==> src/rtl/wb_write_arbiter.sv <==
// wb_write_arbiter
//   Sole producer of the register-file write port. It merges two write sources:
//   the in-order WB stage (source A, priority, never stalled) and a long-latency
//   unit (source B, buffered in a DEPTH-entry in-order FIFO). It also keeps a
//   32-bit pending scoreboard of registers still awaiting a source-B write, so
//   decode can stall on them.
//
// Ports
//   clk, reset                 clock, asynchronous active-high reset
//   a_valid/a_reg/a_data       WB-stage write request
//   b_valid/b_reg/b_data       long-latency write request; b_ready = !full
//   rsv_valid/rsv_reg          decode reserves a destination of a long-latency op
//   chk_reg1/chk_reg2, stall   decode operand check against the pending set
//   fifo_count                 current FIFO occupancy (0..DEPTH)
//   RegWrite/Write_register/Write_data  registered register-file write port
module wb_write_arbiter #(
  parameter int DEPTH = 4,
  parameter int PTR_W = 2
) (
  input  logic             clk,
  input  logic             reset,
  input  logic             a_valid,
  input  logic [4:0]       a_reg,
  input  logic [31:0]      a_data,
  input  logic             b_valid,
  output logic             b_ready,
  input  logic [4:0]       b_reg,
  input  logic [31:0]      b_data,
  input  logic             rsv_valid,
  input  logic [4:0]       rsv_reg,
  input  logic [4:0]       chk_reg1,
  input  logic [4:0]       chk_reg2,
  output logic             stall,
  output logic [PTR_W:0]   fifo_count,
  output logic             RegWrite,
  output logic [4:0]       Write_register,
  output logic [31:0]      Write_data
);

  typedef struct packed {
    logic [4:0]  rd;
    logic [31:0] data;
  } wr_ent_t;

  localparam logic [PTR_W:0] FULL_CNT = (PTR_W+1)'(DEPTH);

  wr_ent_t          mem_q [DEPTH];
  wr_ent_t          mem_d [DEPTH];
  logic [PTR_W-1:0] wr_ptr_q, wr_ptr_d;
  logic [PTR_W-1:0] rd_ptr_q, rd_ptr_d;
  logic [PTR_W:0]   count_q, count_d;
  logic             rw_q, rw_d;
  logic [4:0]       wreg_q, wreg_d;
  logic [31:0]      wdata_q, wdata_d;
  logic [31:0]      pend_q, pend_d;

  logic    full, a_go, push, pop;
  wr_ent_t head;

  // Acceptance depends only on full: a pop on the same edge never frees a slot
  // for a push into a full FIFO.
  assign full    = (count_q == FULL_CNT);
  assign b_ready = !full;
  assign a_go    = a_valid && (a_reg != 5'd0);
  // $0 writes from B complete the handshake but are dropped here.
  assign push    = b_valid && !full && (b_reg != 5'd0);
  // Pop uses the pre-edge count, so an entry pushed into an empty FIFO waits a cycle.
  assign pop     = !a_go && (count_q != '0);
  assign head    = mem_q[rd_ptr_q];

  assign stall          = pend_q[chk_reg1] | pend_q[chk_reg2];
  assign fifo_count     = count_q;
  assign RegWrite       = rw_q;
  assign Write_register = wreg_q;
  assign Write_data     = wdata_q;

  always_comb begin
    mem_d    = mem_q;
    wr_ptr_d = wr_ptr_q;
    rd_ptr_d = rd_ptr_q;
    count_d  = count_q;
    if (push) begin
      mem_d[wr_ptr_q] = '{rd: b_reg, data: b_data};
      wr_ptr_d        = wr_ptr_q + 1'b1;
    end
    if (pop) rd_ptr_d = rd_ptr_q + 1'b1;
    unique case ({push, pop})
      2'b10:   count_d = count_q + 1'b1;
      2'b01:   count_d = count_q - 1'b1;
      default: count_d = count_q;
    endcase
  end

  // Output register: A wins, else FIFO head, else address/data hold.
  always_comb begin
    rw_d    = a_go || pop;
    wreg_d  = wreg_q;
    wdata_d = wdata_q;
    if (a_go) begin
      wreg_d  = a_reg;
      wdata_d = a_data;
    end else if (pop) begin
      wreg_d  = head.rd;
      wdata_d = head.data;
    end
  end

  // Scoreboard: a B emission clears, a reservation sets; set is applied last so
  // it wins on a same-register collision. A writes never touch it.
  always_comb begin
    pend_d = pend_q;
    if (pop)       pend_d[head.rd] = 1'b0;
    if (rsv_valid) pend_d[rsv_reg] = 1'b1;
    pend_d[0] = 1'b0;
  end

  always_ff @(posedge clk or posedge reset) begin
    if (reset) begin
      for (int i = 0; i < DEPTH; i++) mem_q[i] <= '0;
      wr_ptr_q <= '0;
      rd_ptr_q <= '0;
      count_q  <= '0;
      rw_q     <= 1'b0;
      wreg_q   <= '0;
      wdata_q  <= '0;
      pend_q   <= '0;
    end else begin
      mem_q    <= mem_d;
      wr_ptr_q <= wr_ptr_d;
      rd_ptr_q <= rd_ptr_d;
      count_q  <= count_d;
      rw_q     <= rw_d;
      wreg_q   <= wreg_d;
      wdata_q  <= wdata_d;
      pend_q   <= pend_d;
    end
  end

endmodule
==> config.mk <==
export PLATFORM = sky130hd
export DESIGN_NAME = wb_write_arbiter
export DESIGN_NICKNAME = d
export VERILOG_FILES = /design/src/rtl/wb_write_arbiter.sv
export SDC_FILE = /design/constraint.sdc
export NUM_CORES = 1
export LEC_CHECK = 0
export CAP_MARGIN = 20
export CELL_PAD_IN_SITES_DETAIL_PLACEMENT = 1
export CELL_PAD_IN_SITES_GLOBAL_PLACEMENT = 2
export CORE_MARGIN = 5
export CORE_UTILIZATION = 38
export DETAILED_ROUTE_END_ITERATION = 12
export PLACE_DENSITY_LB_ADDON = 0.1
export SYNTH_ARGS = -nofsm -noshare
export SYNTH_HDL_FRONTEND = slang
export SYNTH_SLANG_ARGS = --single-unit
==> constraint.sdc <==
create_clock -name clk -period 9.81 [get_ports clk]
set_input_delay 0.981 -clock clk [delete_from_list [all_inputs] [get_ports clk]]
set_output_delay 0.981 -clock clk [all_outputs]
set_load 0.03 [all_outputs]
==> flow_summary.yaml <==
run_status:
  outcome: "completed"
power_and_ir_drop:
  power_leakage_uw: 0.00528
  share_comb_of_total_power_pct: 41.5
  swShare_pct: 34.9
  p_int_uw: 2910
  p_switching_uw: 1560
  pwr-share-seq_pct: 37.4
  clock_power_share_pct: 21.1
  power_density_nw_per_um2: 349
  irDropWorstVdd_uv: 151
clock_network:
  postCtsSetupBuffers: 0
  clock_path_buffers: 3
  cts_root_buf: "clkbuf_16"
  cts_tree: "done"
  clkTransAtPathRegs_ns: 0.06
  post_cts_resized: 0
  cts-htree-levels: 1
  numCtsBuffers: 26
  worstSkewPairLatency_ns: 0.52
  cts_hold_buf: 0
  cts.sinks: 224
route:
  vias: 6846
  drc: 0
  drtIter0Drc: 240
  wl_per_cell_um: 22.0
  firstDrtPassIters: 4
  ant_nets: 0
  vias_per_cell: 5.47
  routed_wl_mm: 27.5
global_route:
  grt_overflow_total: 0
  antenna_found_initial: 1
  grt_pass1_wl_mm: 44.9
  grtUsageTotal_pct: 18.3
  grt_start_max_net_pins: 137
  grt_pass1_vias: 7939
worst_setup_path:
  worstPathRequired_ns: 8.83
  end_kind: "primary output"
  start_kind: "primary input"
  reg2reg_slack_ns: 7.05
  cp.arrival_ns: 3.58
  crit_type: "primary input to primary output"
  worstPathMaxFanout: 7
yosys:
  netlist_area_um2: 10300
  synth_edf_count: 0
  yosysSeqAreaShare_pct: 54.6
  synth.avg_cell_area_um2: 13.5
  synthMostInstantiatedCell: "dfrtp_1"
  ys_ff_latch: 224
  ys.flop_type: "dfrtp_1"
  yosysTopAreaCell: "dfrtp_1"
  synth_area_leaders: "dfrtp_1 55%, mux2_2 16%, mux4_2 11%, nand2_1 2.9%, o21ai_0 2.7%"
  syn_inst: 759
  synth_warnings: 0
  ys_top_cells_by_count: "224 x dfrtp_1, 147 x mux2_2, 80 x nand2_1"
  synth.distinct_cells: 38
  synth_nets: 859
  post-synth-top-area-fraction_pct: 54.6
  async_flop_share_pct: 100
sta:
  min_period_over_period_pct: 46.4
  postLayoutSetupSlackWorst_ns: 5.25
  setup_violations: 0
  rsz0062_at_grt: "false"
  slew_viol_final: 0
  maxSlewHeadroom_pct: 30.2
  tns_ns: 0
  fmax_ghz: 0.219
  final-hold-violation-count: 0
  tightest_slew_ns: 1.05
  finalCriticalPeriod_ns: 4.56
  finClkSkew_ns: 0.0125
die:
  fp.dieArea_um2: 30400
  core_um2: 26800
  initial_utilization_pct: 38.3
  boundaryPins: 137
  dieHeight_um: 174
  row_count: 60
  die_x_um: 174
placed_design:
  dp_slack_ns: 5.24
  port_buffers: 136
  placed_area_um2: 11900
  dp_hpwl_mm: 18.3
  place_congestion: 0.857
min_path:
  hold_path_class: "register to register"
cells_and_area:
  drive_gt1_share_pct: 29.5
  antenna_cells: 0
  fillers: 2709
  fin_area_um2: 12800
  area_growth_pct: 24.7
  layout.nets: 992
flow_run:
  maxCapViolations: 0
## cell families (layout without fill, tap and decap cells)
logic type | Yosys count | count (layout) | share of synthesized area (%)
muxes | 214 | 214 | 29.0
AOI/OAI and AO/OA | 111 | 111 | 6.08
adders and majority gates | 6 | 6 | 0.805
buffers and inverters | 50 | 202 | 2.46
and+or+nand+nor | 148 | 148 | 6.46
xor gates and xnor gates | 6 | 6 | 0.512
DFF | 224 | 224 | 54.6
## power by group through the flow
stage | clock (µW) | sequential, µW | combinational (µW)
floorplan | 0 | 1740 | 1190
global placement | 0 | 1630 | 1820
detailed placement | 0 | 1690 | 1880
CTS | 974 | 1670 | 1890
global route | 1010 | 1720 | 2020
finish | 940 | 1670 | 1850
## worst paths after layout
check,startpoint,to,depth (start not counted)
min in group asynchronous,reset,pend_q[4],2
hold / removal,mem_q[29],mem_q[29],1
hold reg to reg,mem_q[29],mem_q[29],1
max in group asynchronous,reset,mem_q[22],4
setup / recovery,chk_reg1[0],stall,6
setup reg to reg,rd_ptr_q[0],pend_q[17],6
## layout make-up
type	instances	area [µm²]	share of cell area (%)
timing repair buffer	146	1460	11.4
clock buffer	39	769	6.01
inverter	9	41.3	0.323
clock inverter	8	76.3	0.596
tap	341	427	3.33
sequential	224	5610	43.8
multi-input combinational	485	4420	34.5
## registers in the layout, indices dropped and copies added, names as in the netlist
signal	count
mem_q	148
RegWrite	1
Write_data	32
rd_ptr_q	2
wr_ptr_q	2
Write_register	5
fifo_count	3
pend_q	31
## metrics by stage
stage / utilization [%] / power (µW) / hold WS, ns / cells
2_1_floorplan: - / 2930 / 0.459 / 759
3_3_place_gp: 44.5 / 3460 / 0.469 / 1204
3_5_place_dp: 44.5 / 3570 / 0.486 / 1204
4_1_cts: 47.7 / 4540 / 0.500 / 1251
5_1_grt: 47.8 / 4760 / 0.513 / 1252
6_report: 47.8 / 4460 / 0.497 / 1252
## worst max-delay path, cell delays in order
cell and delay, ns:
clkdlybuf4s50_1 0.71, mux4_2 0.54, mux4_2 0.48, o22ai_1 0.15
o211ai_1 0.11, clkdlybuf4s50_1 0.60
## per-layer routing
| metal | share of wire, % | global-route usage (%) | routed length [µm] | vias up |
|---|---|---|---|---|
| met5 | 0.047 | 0 | 13 | - |
| met4 | 2.2 | 4.72 | 599 | 2 |
| met3 | 4.9 | 3.55 | 1350 | 34 |
| met2 | 51 | 32.4 | 14200 | 169 |
| met1 | 41 | 23.1 | 11400 | 3594 |
| li1 | - | - | - | 3047 |
## cells in the final DEF, fill, tap and decap left out, types with 5 or more instances in the layout
cell	instances
nand3b_1	6
clkbuf_8	7
o21ai_1	14
nand2_1	80
clkbuf_1	6
ha_1	5
mux2i_1	12
mux4_2	52
a31oi_1	32
clkdlybuf4s50_1	136
mux2_2	147
o21ai_0	55
buf_4	9
clkinv_2	6
dfrtp_1	222
clkbuf_16	26
inv_1	8
nor2_1	36
(Power assumes the default switching activity.)
